[src/rtl/vdp_pkg.sv]
// Shared types and default timing constants for the button debouncer.
package vdp_pkg;

  // Per-channel debounce / long-press state.
  typedef enum logic [2:0] {
    ST_RELEASED,
    ST_PRESS_PEND,
    ST_HELD,
    ST_LONG_HELD,
    ST_RELEASE_PEND
  } btn_state_t;

  localparam int          DEF_NUM_BTN         = 7;
  localparam int          DEF_DEBOUNCE_CYCLES = 250000;
  localparam int          DEF_LONG_CYCLES     = 25000000;
  localparam int          DEF_RESET_BTN       = 0;
  localparam logic [31:0] DEF_ACTIVE_LOW_MASK = 32'h0000_0001;

endpackage

[src/rtl/btn_channel.sv]
// One button channel: 2-flop synchronizer, polarity fix-up, and the
// debounce / long-press FSM with registered level and pulse outputs.
module btn_channel
  import vdp_pkg::*;
#(
  parameter int   DEBOUNCE_CYCLES = DEF_DEBOUNCE_CYCLES,
  parameter int   LONG_CYCLES     = DEF_LONG_CYCLES,
  parameter logic ACTIVE_LOW      = 1'b0
) (
  input  logic clk,
  input  logic rst,
  input  logic pin,
  output logic level,
  output logic press,
  output logic release_pulse,
  output logic long_press,
  output logic long_hold
);

  localparam int            CW        = $clog2(LONG_CYCLES);
  localparam logic [CW-1:0] DEB_LAST  = CW'(DEBOUNCE_CYCLES - 1);
  localparam logic [CW-1:0] LONG_LAST = CW'(LONG_CYCLES - 1);

  logic [1:0]    sync;
  logic          p;
  btn_state_t    state, state_nxt;
  logic [CW-1:0] hcnt, hcnt_nxt;
  logic [CW-1:0] rcnt, rcnt_nxt;
  logic          from_long, from_long_nxt;
  logic          level_nxt, press_nxt, release_nxt, long_nxt, hold_nxt;

  // Synchronize the raw pin into the clock domain.
  // NOTE: these flops reset to the idle pin level, not 0, so an active-low
  // button does not look pressed straight out of reset.
  always_ff @(posedge clk or posedge rst) begin
    if (rst) sync <= {2{ACTIVE_LOW}};
    else     sync <= {sync[0], pin};
  end

  assign p = sync[1] ^ ACTIVE_LOW;

  // State and counter registers.
  // NOTE: non-blocking assignments here so every flop samples pre-edge values.
  always_ff @(posedge clk or posedge rst) begin
    if (rst) begin
      state     <= ST_RELEASED;
      hcnt      <= '0;
      rcnt      <= '0;
      from_long <= 1'b0;
    end else begin
      state     <= state_nxt;
      hcnt      <= hcnt_nxt;
      rcnt      <= rcnt_nxt;
      from_long <= from_long_nxt;
    end
  end

  // Next-state and counter update; hcnt carries the press debounce count
  // straight into the hold count, rcnt times the release debounce so the
  // hold count survives a rejected release glitch.
  // NOTE: every output of this block gets a default first, so no latches.
  always_comb begin
    state_nxt     = state;
    hcnt_nxt      = hcnt;
    rcnt_nxt      = rcnt;
    from_long_nxt = from_long;
    case (state)
      ST_RELEASED: begin
        if (p) begin
          state_nxt = ST_PRESS_PEND;
          hcnt_nxt  = '0;
        end
      end
      ST_PRESS_PEND: begin
        if (!p) begin
          state_nxt = ST_RELEASED;
        end else begin
          hcnt_nxt = hcnt + CW'(1);
          if (hcnt == DEB_LAST) state_nxt = ST_HELD;
        end
      end
      ST_HELD: begin
        if (!p) begin
          state_nxt     = ST_RELEASE_PEND;
          rcnt_nxt      = '0;
          from_long_nxt = 1'b0;
        end else if (hcnt == LONG_LAST) begin
          state_nxt = ST_LONG_HELD;
        end else begin
          hcnt_nxt = hcnt + CW'(1);
        end
      end
      ST_LONG_HELD: begin
        if (!p) begin
          state_nxt     = ST_RELEASE_PEND;
          rcnt_nxt      = '0;
          from_long_nxt = 1'b1;
        end
      end
      ST_RELEASE_PEND: begin
        if (p) begin
          state_nxt = from_long ? ST_LONG_HELD : ST_HELD;
        end else if (rcnt == DEB_LAST) begin
          state_nxt = ST_RELEASED;
        end else begin
          rcnt_nxt = rcnt + CW'(1);
        end
      end
      default: state_nxt = ST_RELEASED;
    endcase
  end

  // Output decode from the transition; pulses are one per distinct edge.
  always_comb begin
    level_nxt   = (state_nxt == ST_HELD) || (state_nxt == ST_LONG_HELD) ||
                  (state_nxt == ST_RELEASE_PEND);
    press_nxt   = (state == ST_PRESS_PEND)   && (state_nxt == ST_HELD);
    release_nxt = (state == ST_RELEASE_PEND) && (state_nxt == ST_RELEASED);
    long_nxt    = (state == ST_HELD)         && (state_nxt == ST_LONG_HELD);
    hold_nxt    = (state_nxt == ST_LONG_HELD) ||
                  ((state_nxt == ST_RELEASE_PEND) && from_long_nxt);
  end

  // Registered outputs, aligned with the state they describe.
  always_ff @(posedge clk or posedge rst) begin
    if (rst) begin
      level         <= 1'b0;
      press         <= 1'b0;
      release_pulse <= 1'b0;
      long_press    <= 1'b0;
      long_hold     <= 1'b0;
    end else begin
      level         <= level_nxt;
      press         <= press_nxt;
      release_pulse <= release_nxt;
      long_press    <= long_nxt;
      long_hold     <= hold_nxt;
    end
  end

endmodule

[src/rtl/btn_debounce.sv]
// Multi-channel button debouncer with press/release/long-press pulses and a
// reset request raised while the designated reset button is long-held.
module btn_debounce
  import vdp_pkg::*;
#(
  parameter int               NUM_BTN         = DEF_NUM_BTN,
  parameter logic [NUM_BTN-1:0] ACTIVE_LOW_MASK = NUM_BTN'(DEF_ACTIVE_LOW_MASK),
  parameter int               DEBOUNCE_CYCLES = DEF_DEBOUNCE_CYCLES,
  parameter int               LONG_CYCLES     = DEF_LONG_CYCLES,
  parameter int               RESET_BTN       = DEF_RESET_BTN
) (
  input  logic               clk_draw,
  input  logic               rst_draw,
  input  logic [NUM_BTN-1:0] btn,
  output logic [NUM_BTN-1:0] level,
  output logic [NUM_BTN-1:0] press,
  output logic [NUM_BTN-1:0] release_pulse,  // "release" is a reserved word
  output logic [NUM_BTN-1:0] long_press,
  output logic               rst_req
);

  localparam logic [NUM_BTN-1:0] RST_SEL = NUM_BTN'(1) << RESET_BTN;

  logic [NUM_BTN-1:0] long_hold;

  if (NUM_BTN < 1 || NUM_BTN > 32) begin : g_bad_num_btn
    $error("btn_debounce: NUM_BTN must be 1..32");
  end
  if (DEBOUNCE_CYCLES < 1) begin : g_bad_debounce
    $error("btn_debounce: DEBOUNCE_CYCLES must be >= 1");
  end
  if (LONG_CYCLES <= DEBOUNCE_CYCLES) begin : g_bad_long
    $error("btn_debounce: LONG_CYCLES must exceed DEBOUNCE_CYCLES");
  end
  if (RESET_BTN < 0 || RESET_BTN >= NUM_BTN) begin : g_bad_reset_btn
    $error("btn_debounce: RESET_BTN must be < NUM_BTN");
  end

  for (genvar i = 0; i < NUM_BTN; i++) begin : g_ch
    btn_channel #(
      .DEBOUNCE_CYCLES (DEBOUNCE_CYCLES),
      .LONG_CYCLES     (LONG_CYCLES),
      .ACTIVE_LOW      (ACTIVE_LOW_MASK[i])
    ) u_ch (
      .clk           (clk_draw),
      .rst           (rst_draw),
      .pin           (btn[i]),
      .level         (level[i]),
      .press         (press[i]),
      .release_pulse (release_pulse[i]),
      .long_press    (long_press[i]),
      .long_hold     (long_hold[i])
    );
  end

  // Only the designated channel's registered long-hold flag drives rst_req.
  assign rst_req = |(long_hold & RST_SEL);

endmodule
[config.mk]
export PLATFORM = sky130hd
export DESIGN_NAME = btn_debounce
export DESIGN_NICKNAME = d
export VERILOG_FILES = /design/src/rtl/vdp_pkg.sv /design/src/rtl/btn_channel.sv /design/src/rtl/btn_debounce.sv
export SDC_FILE = /design/constraint.sdc
export NUM_CORES = 1
export LEC_CHECK = 0
export ABC_AREA = 1
export CELL_PAD_IN_SITES_DETAIL_PLACEMENT = 0
export CELL_PAD_IN_SITES_GLOBAL_PLACEMENT = 1
export CORE_ASPECT_RATIO = 1.5
export CORE_MARGIN = 2
export CORE_UTILIZATION = 50
export DETAILED_ROUTE_END_ITERATION = 10
export PLACE_DENSITY_LB_ADDON = 0.1
export SLEW_MARGIN = 0
export SYNTH_ARGS = -nofsm -noshare
export SYNTH_HDL_FRONTEND = slang
export SYNTH_SLANG_ARGS = --single-unit
[constraint.sdc]
create_clock -name clk_draw -period 25.5 [get_ports clk_draw]
set_input_delay 7.65 -clock clk_draw [delete_from_list [all_inputs] [get_ports clk_draw]]
set_output_delay 7.65 -clock clk_draw [all_outputs]
set_load 0.01 [all_outputs]
## After elaboration in Yosys (flattened, before gate mapping)

Cells that the tools add are included.
Widths: inputs -> output; s select.

- Output and inout port bits: 29
- Word-level logic and storage cells: 461
- Bits in registers: 421

- Reductions and logical operators: 98
- Multiplexer cells: 154
- Equal/unequal tests: 131
- Add/sub/neg operators: 14

Operators by type and width:

| operator | number |
|---|---|
| $mux 25 | 49 |
| $pmux 25 s3 | 7 |
| $add 25x1->25 const B | 14 |
| $eq 25x18->1 const B | 14 |
| $pmux 25 s2 | 7 |
| $eq 25x25->1 const B | 7 |
| $mux 3 | 56 |
| $pmux 3 s5 | 7 |
| $eq 3x2->1 const B | 28 |
| $ne 2x2->1 const B | 41 |
| $eq 3x3->1 const B | 14 |
| $logic_not 3->1 | 14 |
| $ne 2x1->1 const B | 20 |
| $reduce_and 5->1 | 7 |
| $reduce_and 4->1 | 7 |
| $reduce_bool 2->1 | 13 |
| $logic_and 1x1->1 | 22 |
| $eq 3x1->1 const B | 7 |
| $mux 1 | 21 |
| $reduce_bool 3->1 | 7 |
| $reduce_and 3->1 | 6 |
| $logic_or 1x1->1 | 15 |
| $pmux 1 s2 | 7 |
| $reduce_or 2->1 | 7 |

## Depth between registers and ports, before layout

Gate-level depths: netlist (run 1).

- Word-level depth: 7
- Depth in mapped cells: 14
- Depth with buffers taken out: 13

## By module

Synthesis (run 1) repeated with hierarchy kept, for this count alone.

- Cells, all modules: 4,202
- Area, all modules: 28,170.8 µm²

Modules (own cells, without submodules):

| module | instances | area each (µm²) | cells each |
|---|---|---|---|
| btn_channel at g_ch[1].u_ch ... | 4 | 4,042.6 | 599 |
| btn_channel at g_ch[0].u_ch | 1 | 4,061.4 | 608 |
| btn_channel at g_ch[6].u_ch | 1 | 3,970.1 | 606 |
| btn_channel at g_ch[2].u_ch | 1 | 3,968.8 | 592 |

## Worst setup path before layout (run 1)

Ideal clock, no wire load.

- Path type: register to output
- From: register g_ch[0].u_ch.level
- To: output level[0]
- Slack: 17,383 ps
- Path buffers: 1
- Data arrival time: 467 ps
- Stages on the path, launching flop included: 2
- Cells stage by stage: dfrtp_1 buf_4

RTL lines:

| what | RTL line | RTL |
|---|---|---|
| from (decl) | btn_channel.sv:13 | `output logic level,` |
| from (signal assigned) | btn_channel.sv:133 | `level <= level_nxt;` |
| to (decl) | btn_debounce.sv:15 | `output logic [NUM_BTN-1:0] level,` |

No word-level cell between the ends.

==> impl_metrics.csv, run 1 <==
group,metric,value,unit
status,outcome,"finished clean",
hold_path,hold_path_class,"reg2reg",
power,power,1.51,mW
logic_synthesis,synth_cell_types,48,
cells_and_area,diodes,0,
global_route,track_usage,0.250,
critical_path,critPathMaxFanout,117,
cells_and_area,nets,3975,
critical_path,max_stage_delay,0.78,ns
cells_and_area,n_fill_cell,5453,
drt,wl,69.9,mm
place,dp_hpwl,50.9,mm
logic_synthesis,synth.yosys.seq_area_share,0.389,
drt,drc,0,
critical_path,cp_data_arrival_time,10.27,ns
logic_synthesis,synthArstFlopShare,1.00,
power,p_leak,12.9,nW
cells_and_area,fin_util,0.549,
global_route,grt_pass1_wl,118,mm
floorplan,die_h,289,um
critical_path,crit_family,"buffers and inverters",
timing,tns,0,ns
global_route,antenna_found_initial,0,
cells_and_area,layout_common_cells,"nand2_1 (1106), nor2_1 (510), inv_1 (461), dfrtp_1 (419), nand3_1 (358)",
drt,wl_per_cell,14.9,um
logic_synthesis,synth_edf_count,0,
cells_and_area,final_common_cell,"nand2_1",
clock_network,cts.sinks,421,
logic_synthesis,yosysTopAreaCell,"dfrtp_1",
flow_run,drv_cap,0,
floorplan,die_area,56000,um^2
clock_network,cts-root-buf,"clkbuf_16",
floorplan,pin_count,38,
place,dp.cells,4593,
timing,relSlewSlack,0.347,
cells_and_area,fin_cells,4675,
global_route,overflow,0,
logic_synthesis,synthesis.nets,3995,
power,power.density,51.2,nW/um^2
drt,ant_nets,0,
timing,fin_crit,9.67,ns
cells_and_area,final-seq-area,10500,um^2
critical_path,startpoint_type,"input port",
clock_network,cts_buffer_depth,3,
critical_path,required,26.10,ns
timing,fmax,103,MHz
floorplan,coreArea,53600,um^2
power,worst_ir_drop_vdd,0.0716,mV
clock_network,clk_latency,0.60,ns
floorplan,rows,104,
clock_network,numCtsBuffers,46,
timing,rsz0062_at_grt,"no",
logic_synthesis,synth_ff_type,"dfrtp_1",
timing,hold_viol,0,
drt,dr.first_iter.drc_count,1416,
timing,worst_pin_slew,0.979,ns
timing,drv_slew,0,
logic_synthesis,netlist_area,27100,um^2
critical_path,path_buf_inv,4,
logic_synthesis,ys_top_cells_by_area,"dfrtp_1 (39%), nand2_1 (15%), nor2_1 (7.1%), nand3_1 (6.6%), inv_1 (6.4%)",
cells_and_area,drive_gt1_frac,0.0472,
place,port_buffers,37,
timing,setup_violations,0,
logic_synthesis,yosysWarnings,0,
critical_path,path_common_cell,"buf_4",
critical_path,crit_type,"in2async",
logic_synthesis,ys_seq_elements,421,
clock_network,post_cts_resized,0,
place,gp_congestion,0.939,
cells_and_area,area_growth,8.77,%
logic_synthesis,syn_inst,3972,
timing,post-route-period-util,0.379,
critical_path,crit_chain,"clkdlybuf4s50_1 -> inv_8 -> buf_4 -> buf_4",
drt,avgViaCountPerCell,5.32,
logic_synthesis,yosys.area.top_type_share,0.387,
clock_network,path_clk_slew,0.06,ns
clock_network,htreeDepth,2,
floorplan,die_w,194,um
floorplan,start_util,0.505,
timing,skew,0.0167,ns
cells_and_area,multiInputGateArea,14000,um^2
clock_network,cts_tree,"built",
critical_path,slowest_stage,"buf_4",
critical_path,cp-end-kind,"async pin",
drt,drtPass1Iterations,5,
clock_network,postCtsHoldBufs,0,
global_route,grt_pass1_vias,24500,
clock_network,cts_setup_buffers,0,
logic_synthesis,avgSynthCellArea,6.81,um^2
global_route,grt_max_degree,118,
drt,vias,24900,
[power breakdown]
group          internal (mW)  switching (mW)  leakage, nW  total (mW)
Combinational         0.0108          0.0446         6.21      0.0554
Sequential             0.675         0.00762         5.82       0.682
Clock                  0.474           0.295        0.838       0.769
Total                   1.16           0.348         12.9        1.51
[worst reg2reg max path, cell delays in order (launching register included)]
cell and delay (ns):
dfrtp_1 0.39, ha_1 0.26, nand3_2 0.20, nor2_4 0.19, inv_1 0.09, nor3_1 0.15
nand3_1 0.15, nand3_1 0.60, inv_1 0.65, nand3_1 0.23, o21ai_0 0.11
[metrics by stage]
step	area, um^2	setup WS, ns	hold slack, ns
6_report	29400	15.83	0.352
5_1_grt	29400	15.39	0.363
4_1_cts	29400	15.62	0.355
3_5_place_dp	27700	14.97	0.340
3_3_place_gp	27700	15.00	0.336
2_1_floorplan	27100	6.13	0.331
[final timing paths]
kind | startpoint | end | slack (ns) | cells after the start
min in group asynchronous | rst_draw | g_ch[4].u_ch.hcnt[0] | 7.60 | 2
hold / removal | g_ch[5].u_ch.sync[0] | g_ch[5].u_ch.sync[1] | 0.35 | 0
setup reg to reg | g_ch[4].u_ch.hcnt[0] | g_ch[4].u_ch.hcnt[17] | 22.33 | 10
max in group clk_draw | g_ch[4].u_ch.level | level[4] | 16.39 | 1
setup / recovery | rst_draw | g_ch[1].u_ch.from_long | 15.83 | 4
hold reg to reg | g_ch[5].u_ch.sync[0] | g_ch[5].u_ch.sync[1] | 0.35 | 0
[cells in the mapped netlist, types with 2 or more instances]
cell type / count
a21oi_1: 51
a22oi_1: 3
and2_1: 4
buf_1: 7
buf_2: 35
buf_4: 40
buf_6: 9
clkbuf_1: 26
clkinv_1: 3
clkinv_2: 2
dfrtp_1: 419
dfstp_2: 2
ha_1: 14
inv_1: 462
inv_2: 8
nand2_1: 1106
nand2_2: 11
nand2_4: 3
nand3_1: 358
nand3_2: 7
nand3_4: 2
nand3b_1: 20
nand4_1: 183
nor2_1: 510
nor2_2: 7
nor2_4: 7
nor3_1: 157
nor3_2: 4
nor3b_1: 9
nor4_1: 10
o21ai_0: 255
o21ai_1: 35
o21ai_2: 7
o31ai_1: 19
or2_2: 32
xnor2_1: 13
xor2_1: 121
[area by class of cell]
| class | instances | area share |
|---|---|---|
| Sequential cell | 421 | 0.358 |
| Clock inverter | 25 | 0.0153 |
| Multi-Input combinational cell | 2958 | 0.477 |
| Inverter | 476 | 0.0611 |
| Tap cell | 689 | 0.0293 |
| Timing Repair Buffer | 49 | 0.0156 |
| Clock buffer | 57 | 0.0440 |
[cells by family (layout without fill, tap and decap cells)]
family                   after synthesis  in the layout  synth area share
AND/OR/NAND/NOR                     2433           2433             0.395
AO/OA/AOI/OAI                        377            377            0.0735
flip-flops                           421            421             0.389
XOR/XNOR                             134            134            0.0434
buffers and inverters                593            607            0.0921
adder cells (fa/ha/maj)               14             14           0.00647
[state kept, by name, indices dropped and copies added (netlist names)]
name,flops
g_ch.u_ch.state,21
g_ch.u_ch.press,7
g_ch.u_ch.long_hold,1
g_ch.u_ch.hcnt,175
g_ch.u_ch.level,7
g_ch.u_ch.rcnt,175
g_ch.u_ch.long_press,7
g_ch.u_ch.sync,14
g_ch.u_ch.from_long,7
g_ch.u_ch.release_pulse,7
[routing by layer]
layer / vias to the layer above / routed length, um / track usage
met3: 167 / 1840 / 0.0257
met2: 407 / 36300 / 0.475
met5: - / 0 / 0
li1: 12800 / - / -
met4: 0 / 2430 / 0.0936
met1: 11500 / 29300 / 0.289
Power figures use the tool's default switching activity.
==> run 2: changes to the inputs <==
--- a/config.mk
+++ b/config.mk
@@ -10,7 +10,7 @@
 export CELL_PAD_IN_SITES_GLOBAL_PLACEMENT = 1
 export CORE_ASPECT_RATIO = 1.5
 export CORE_MARGIN = 2
-export CORE_UTILIZATION = 50
+export CORE_UTILIZATION = 42
 export DETAILED_ROUTE_END_ITERATION = 10
 export PLACE_DENSITY_LB_ADDON = 0.1
 export SLEW_MARGIN = 0
==> constraint.sdc (replaced) <==
create_clock -name clk_draw -period 8 [get_ports clk_draw]
set_input_delay 2.4 -clock clk_draw [delete_from_list [all_inputs] [get_ports clk_draw]]
set_output_delay 2.4 -clock clk_draw [all_outputs]
set_load 0.01 [all_outputs]
==> run 2 against run 1 <==
  * Cell area is 0.37% higher
  * Critical path depth is 3 lower
  * Critical endpoint is now long_press[0]
  * Largest cell class unchanged
  * Power grew to 3.1 times the previous value
  * Register-to-register slack worse by 17 ns
  * Clock power grew to 3.1 times the previous value
  * Sequential cell count stayed put
  * Via count is 0.11% higher
  * Clock skew is 0.0015 ns lower
  * Highest routed layer unchanged
==> impl_metrics.csv, run 2 (same netlist as run 1, synthesis figures left out) <==
group,metric,value,unit
status,outcome,"finished clean",
drt,ant_nets,0,
global_route,track_usage,0.226,
timing,relSlewSlack,0.355,
timing,tns,0,ns
global_route,grt_pass1_vias,24400,
floorplan,pin_count,38,
cells_and_area,fin_cells,4805,
flow_run,drv_cap,0,
cells_and_area,final-seq-area,10500,um^2
power,power.density,160,nW/um^2
clock_network,cts_setup_buffers,0,
critical_path,startpoint_type,"flop",
cells_and_area,reg.largest.list,"g_ch.u_ch.hcnt x175, g_ch.u_ch.rcnt x175, g_ch.u_ch.state x21",
drt,drc,0,
clock_network,numCtsBuffers,49,
floorplan,die_area,66500,um^2
clock_network,post_cts_resized,0,
timing,hold_viol,0,
drt,wl_per_cell,15.4,um
timing,skew,0.0152,ns
cells_and_area,area_growth,9.17,%
place,dp.cells,4716,
cells_and_area,final_cell_area,29500,um^2
floorplan,rows,114,
timing,fmax,259,MHz
clock_network,cts-root-buf,"clkbuf_16",
critical_path,required,5.60,ns
drt,dr.first_iter.drc_count,1547,
power,worst_ir_drop_vdd,0.143,mV
floorplan,coreArea,64000,um^2
clock_network,htreeDepth,2,
floorplan,start_util,0.423,
clock_network,postCtsHoldBufs,0,
cells_and_area,multiInputGateArea,14000,um^2
global_route,use_met2,0.426,
critical_path,cp_data_arrival_time,1.47,ns
drt,avgViaCountPerCell,5.19,
floorplan,die_h,315,um
timing,post-route-period-util,0.483,
global_route,grt_max_degree,154,
critical_path,max_stage_delay,0.54,ns
place,gp_congestion,0.865,
clock_network,clk_latency,0.60,ns
drt,wl,74.0,mm
hold_path,hold_path_class,"reg2reg",
power,power,4.72,mW
timing,fin_crit,3.87,ns
cells_and_area,final_common_cell,"nand2_1",
critical_path,slowest_stage,"clkdlybuf4s50_1",
critical_path,crit_family,"buffers and inverters",
global_route,grt_pass1_wl,124,mm
critical_path,crit_chain,"clkdlybuf4s50_1",
global_route,grtUsageMet3,0.0256,
critical_path,critPathMaxFanout,1,
drt,vias,24900,
cells_and_area,layout_common_cells,"nand2_1 (1106), nor2_1 (510), inv_1 (461), dfrtp_1 (419), nand3_1 (358)",
clock_network,path_clk_slew,0.07,ns
cells_and_area,diodes,0,
timing,drv_slew,0,
place,dp_hpwl,53.9,mm
global_route,antenna_found_initial,1,
clock_network,cts_tree,"built",
place,port_buffers,37,
clock_network,cts_buffer_depth,3,
global_route,busiest_layer,"met2",
clock_network,cts.sinks,421,
global_route,overflow,0,
critical_path,path_buf_inv,1,
timing,worst_pin_slew,0.965,ns
timing,rsz0062_at_grt,"no",
critical_path,crit_type,"reg2out",
floorplan,die_w,211,um
drt,drtPass1Iterations,5,
cells_and_area,drive_gt1_frac,0.0471,
place,dpl_cell_area,27900,um^2
cells_and_area,n_fill_cell,6812,
timing,setup_violations,0,
critical_path,cp-end-kind,"primary output",
cells_and_area,nets,3978,
global_route,use_met1,0.261,
power,p_leak,12.8,nW
## run 2: changes by cell type in the layout (fill, tap and decap cells not counted), moves of 3 or more
cell,before,now
bufinv_16,11,5
clkbuf_1,2,9
buf_12,0,3
buf_4,12,9
## run 2: cell type report
class	count	share of cell area
sequential	421	0.357
timing repair buffer	49	0.0169
inverter	476	0.0608
clock inverter	22	0.00949
multi-input combinational	2958	0.475
tap	812	0.0344
clock buffer	67	0.0468
## run 2: report_power, final
group          internal [mW]  total [mW]  switching (mW)
registers               2.15        2.17          0.0243
logic                 0.0360       0.180           0.144
clock network           1.38        2.37           0.985
## run 2: routing by layer
metal | routed length [um] | part of all wire
met1 | 30500 | 0.41
met2 | 39100 | 0.53
met3 | 1970 | 0.027
met4 | 2490 | 0.034
met5 | 0 | 0
## run 2: path summary, 6_finish.rpt
path	slack [ns]	cells past startpoint	startpoint	end
max in group asynchronous	4.26	3	rst_draw	g_ch[0].u_ch.state[0]
min reg2reg	0.33	0	g_ch[5].u_ch.sync[0]	g_ch[5].u_ch.sync[1]
max	4.14	1	g_ch[0].u_ch.long_press	long_press[0]
min in group asynchronous	2.35	2	rst_draw	g_ch[1].u_ch.rcnt[10]
min	0.33	0	g_ch[5].u_ch.sync[0]	g_ch[5].u_ch.sync[1]
max reg2reg	4.96	8	g_ch[1].u_ch.state[1]	g_ch[1].u_ch.release_pulse
## run 2: per-stage QoR
| stage | setup slack (ns) | hold WS (ns) | util |
|---|---|---|---|
| floorplan | -0.0779 | 0.331 | - |
| global placement | 3.58 | 0.336 | 0.435 |
| detailed placement | 3.54 | 0.336 | 0.435 |
| CTS | 4.09 | 0.333 | 0.461 |
| global route | 3.98 | 0.337 | 0.461 |
| finish | 4.14 | 0.334 | 0.461 |
## run 2: worst reg2reg max path: stages (launching register included)
cell and delay, ns:
dfrtp_1 0.41, nor2_1 0.18, nand2_1 0.45, inv_1 0.58, nand3_1 0.19, nand2_2 0.46, clkinv_2 0.42, nand3_1 0.18
inv_1 0.05
==> run 3: changes to the inputs <==
==> constraint.sdc (replaced) <==
create_clock -name clk_draw -period 3.4 [get_ports clk_draw]
set_input_delay 1.02 -clock clk_draw [delete_from_list [all_inputs] [get_ports clk_draw]]
set_output_delay 1.02 -clock clk_draw [all_outputs]
set_load 0.01 [all_outputs]
==> run 3 against run 2 <==
  * Register-to-register slack got worse by 4.2 ns
  * Core utilization rose by 0.37 points
  * Sequential cell count stayed put
  * Combinational power increased to 2.5 times the previous value
  * Critical path depth is 7 higher
  * Critical path type is now reg2reg
  * Global-route usage rose by 0.054 points
  * Critical endpoint is now g_ch[4].u_ch.rcnt[8]
==> impl_metrics.csv, run 3 (same netlist as run 1, synthesis figures left out) <==
group,metric,value,unit
clock_network,cts_buffer_depth,3,
global_route,track_usage,0.226,
drt,wl,74.1,mm
clock_network,post_cts_resized,0,
power,power,11.1,mW
clock_network,path_clk_slew,0.07,ns
global_route,grt_max_degree,82,
cells_and_area,reg.largest.list,"g_ch.u_ch.hcnt x175, g_ch.u_ch.rcnt x175, g_ch.u_ch.state x21",
timing,worst_pin_slew,0.832,ns
floorplan,rows,114,
critical_path,crit_chain,"ha_1 -> nand3_1 -> nor4_1 -> nand3_1 -> nand2_2 -> clkinv_1 -> nand2_1 -> nand2_1",
clock_network,clk_latency,0.60,ns
place,gp_congestion,0.895,
floorplan,coreArea,64000,um^2
floorplan,die_h,315,um
clock_network,cts_setup_buffers,0,
critical_path,max_stage_delay,0.46,ns
critical_path,slowest_stage,"nor4_1",
timing,hold_viol,0,
status,outcome,"finished clean",
flow_run,drv_cap,0,
floorplan,die_area,66500,um^2
drt,dr.first_iter.drc_count,1278,
timing,skew,0.0146,ns
critical_path,r2r_cells,8,
clock_network,htreeDepth,2,
timing,drv_slew,0,
global_route,grt_pass1_vias,24900,
cells_and_area,nets,4001,
drt,avgViaCountPerCell,5.17,
floorplan,start_util,0.423,
place,dp_hpwl,55.5,mm
drt,drc,0,
cells_and_area,drive_gt1_frac,0.0533,
place,port_buffers,37,
clock_network,numCtsBuffers,47,
timing,rsz0062_at_grt,"no",
cells_and_area,final_cell_area,29800,um^2
cells_and_area,area_growth,10.0,%
timing,setup_violations,0,
timing,post-route-period-util,0.781,
critical_path,critPathMaxFanout,27,
power,power.density,373,nW/um^2
drt,vias,25000,
cells_and_area,diodes,0,
global_route,grt_pass1_wl,124,mm
cells_and_area,final_common_cell,"nand2_1",
critical_path,cp_data_arrival_time,3.15,ns
critical_path,cp-end-kind,"flop",
timing,relSlewSlack,0.445,
timing,holdWs,0.350,ns
cells_and_area,layout_common_cells,"nand2_1 (1106), nor2_1 (510), inv_1 (461), dfrtp_1 (419), nand3_1 (358)",
global_route,overflow,0,
drt,ant_nets,0,
timing,tns,0,ns
clock_network,cts_tree,"built",
clock_network,cts-root-buf,"clkbuf_16",
critical_path,required,3.89,ns
drt,drtPass1Iterations,5,
timing,fin_crit,2.65,ns
place,dpl_cell_area,28100,um^2
critical_path,startpoint_type,"flop",
clock_network,cts.sinks,421,
floorplan,die_w,211,um
power,p_leak,13.0,nW
hold_path,worstHoldPathCells,0,
floorplan,pin_count,38,
drt,wl_per_cell,15.3,um
hold_path,hold_path_class,"reg2reg",
critical_path,crit_type,"reg2reg",
timing,fmax,377,MHz
global_route,antenna_found_initial,0,
power,worst_ir_drop_vdd,0.457,mV
clock_network,postCtsHoldBufs,0,
cells_and_area,n_fill_cell,6710,
run 3: cell types whose count changed in the layout (fill, tap and decap cells not counted):
cell | previous run | this run
clkinv_2 | 5 | 13
buf_4 | 9 | 29
clkinv_4 | 3 | 4
clkbuf_8 | 9 | 4
inv_6 | 5 | 0
buf_12 | 3 | 8
clkbuf_1 | 9 | 6
bufinv_16 | 5 | 7
run 3: through the flow:
step / instances / worst slack [ns] / utilization
floorplan: 3972 / -3.30 / -
global placement: 4741 / 0.779 / 0.439
detailed placement: 4741 / 0.717 / 0.439
CTS: 4828 / 0.706 / 0.465
global route: 4828 / 0.441 / 0.465
finish: 4828 / 0.745 / 0.465
run 3: final timing paths:
path                                       from                    to  slack [ns]
setup / recovery           g_ch[4].u_ch.rcnt[0]  g_ch[4].u_ch.rcnt[8]        0.75
hold / removal             g_ch[5].u_ch.sync[0]  g_ch[5].u_ch.sync[1]        0.35
hold reg to reg            g_ch[5].u_ch.sync[0]  g_ch[5].u_ch.sync[1]        0.35
setup reg to reg           g_ch[4].u_ch.rcnt[0]  g_ch[4].u_ch.rcnt[8]        0.75
min in group asynchronous              rst_draw  g_ch[1].u_ch.hcnt[8]        0.76
max in group asynchronous              rst_draw    g_ch[2].u_ch.level        1.79
run 3: routing by layer:
layer  GRT usage  up-vias  part of all wire
li1            -    12900                 -
met1       0.260    11600              0.42
met2       0.428      335              0.52
met3      0.0260      138             0.026
met4      0.0810        0             0.034
met5           0        -                 0
run 3: final cells by class:
cell class | count | area (um^2) | area share
Timing Repair Buffer | 74 | 748 | 0.0251
Multi-Input combinational cell | 2958 | 14000 | 0.471
Tap cell | 812 | 1020 | 0.0341
Clock buffer | 59 | 1300 | 0.0438
Sequential cell | 421 | 10500 | 0.354
Inverter | 476 | 1800 | 0.0603
Clock inverter | 28 | 345 | 0.0116
run 3: worst max-delay path: cells and delay by family, from the launching register on:
| kind | cells | cell delay (ns) |
|---|---|---|
| buf+inv | 1 | 0.41 |
| simple gates | 6 | 1.41 |
| fa+ha+maj | 1 | 0.29 |
| flops | 1 | 0.43 |
run 3: report_power, final:
part	internal [mW]	switching [mW]
sequential	5.06	0.0567
clock	3.26	2.27
combinational	0.110	0.345
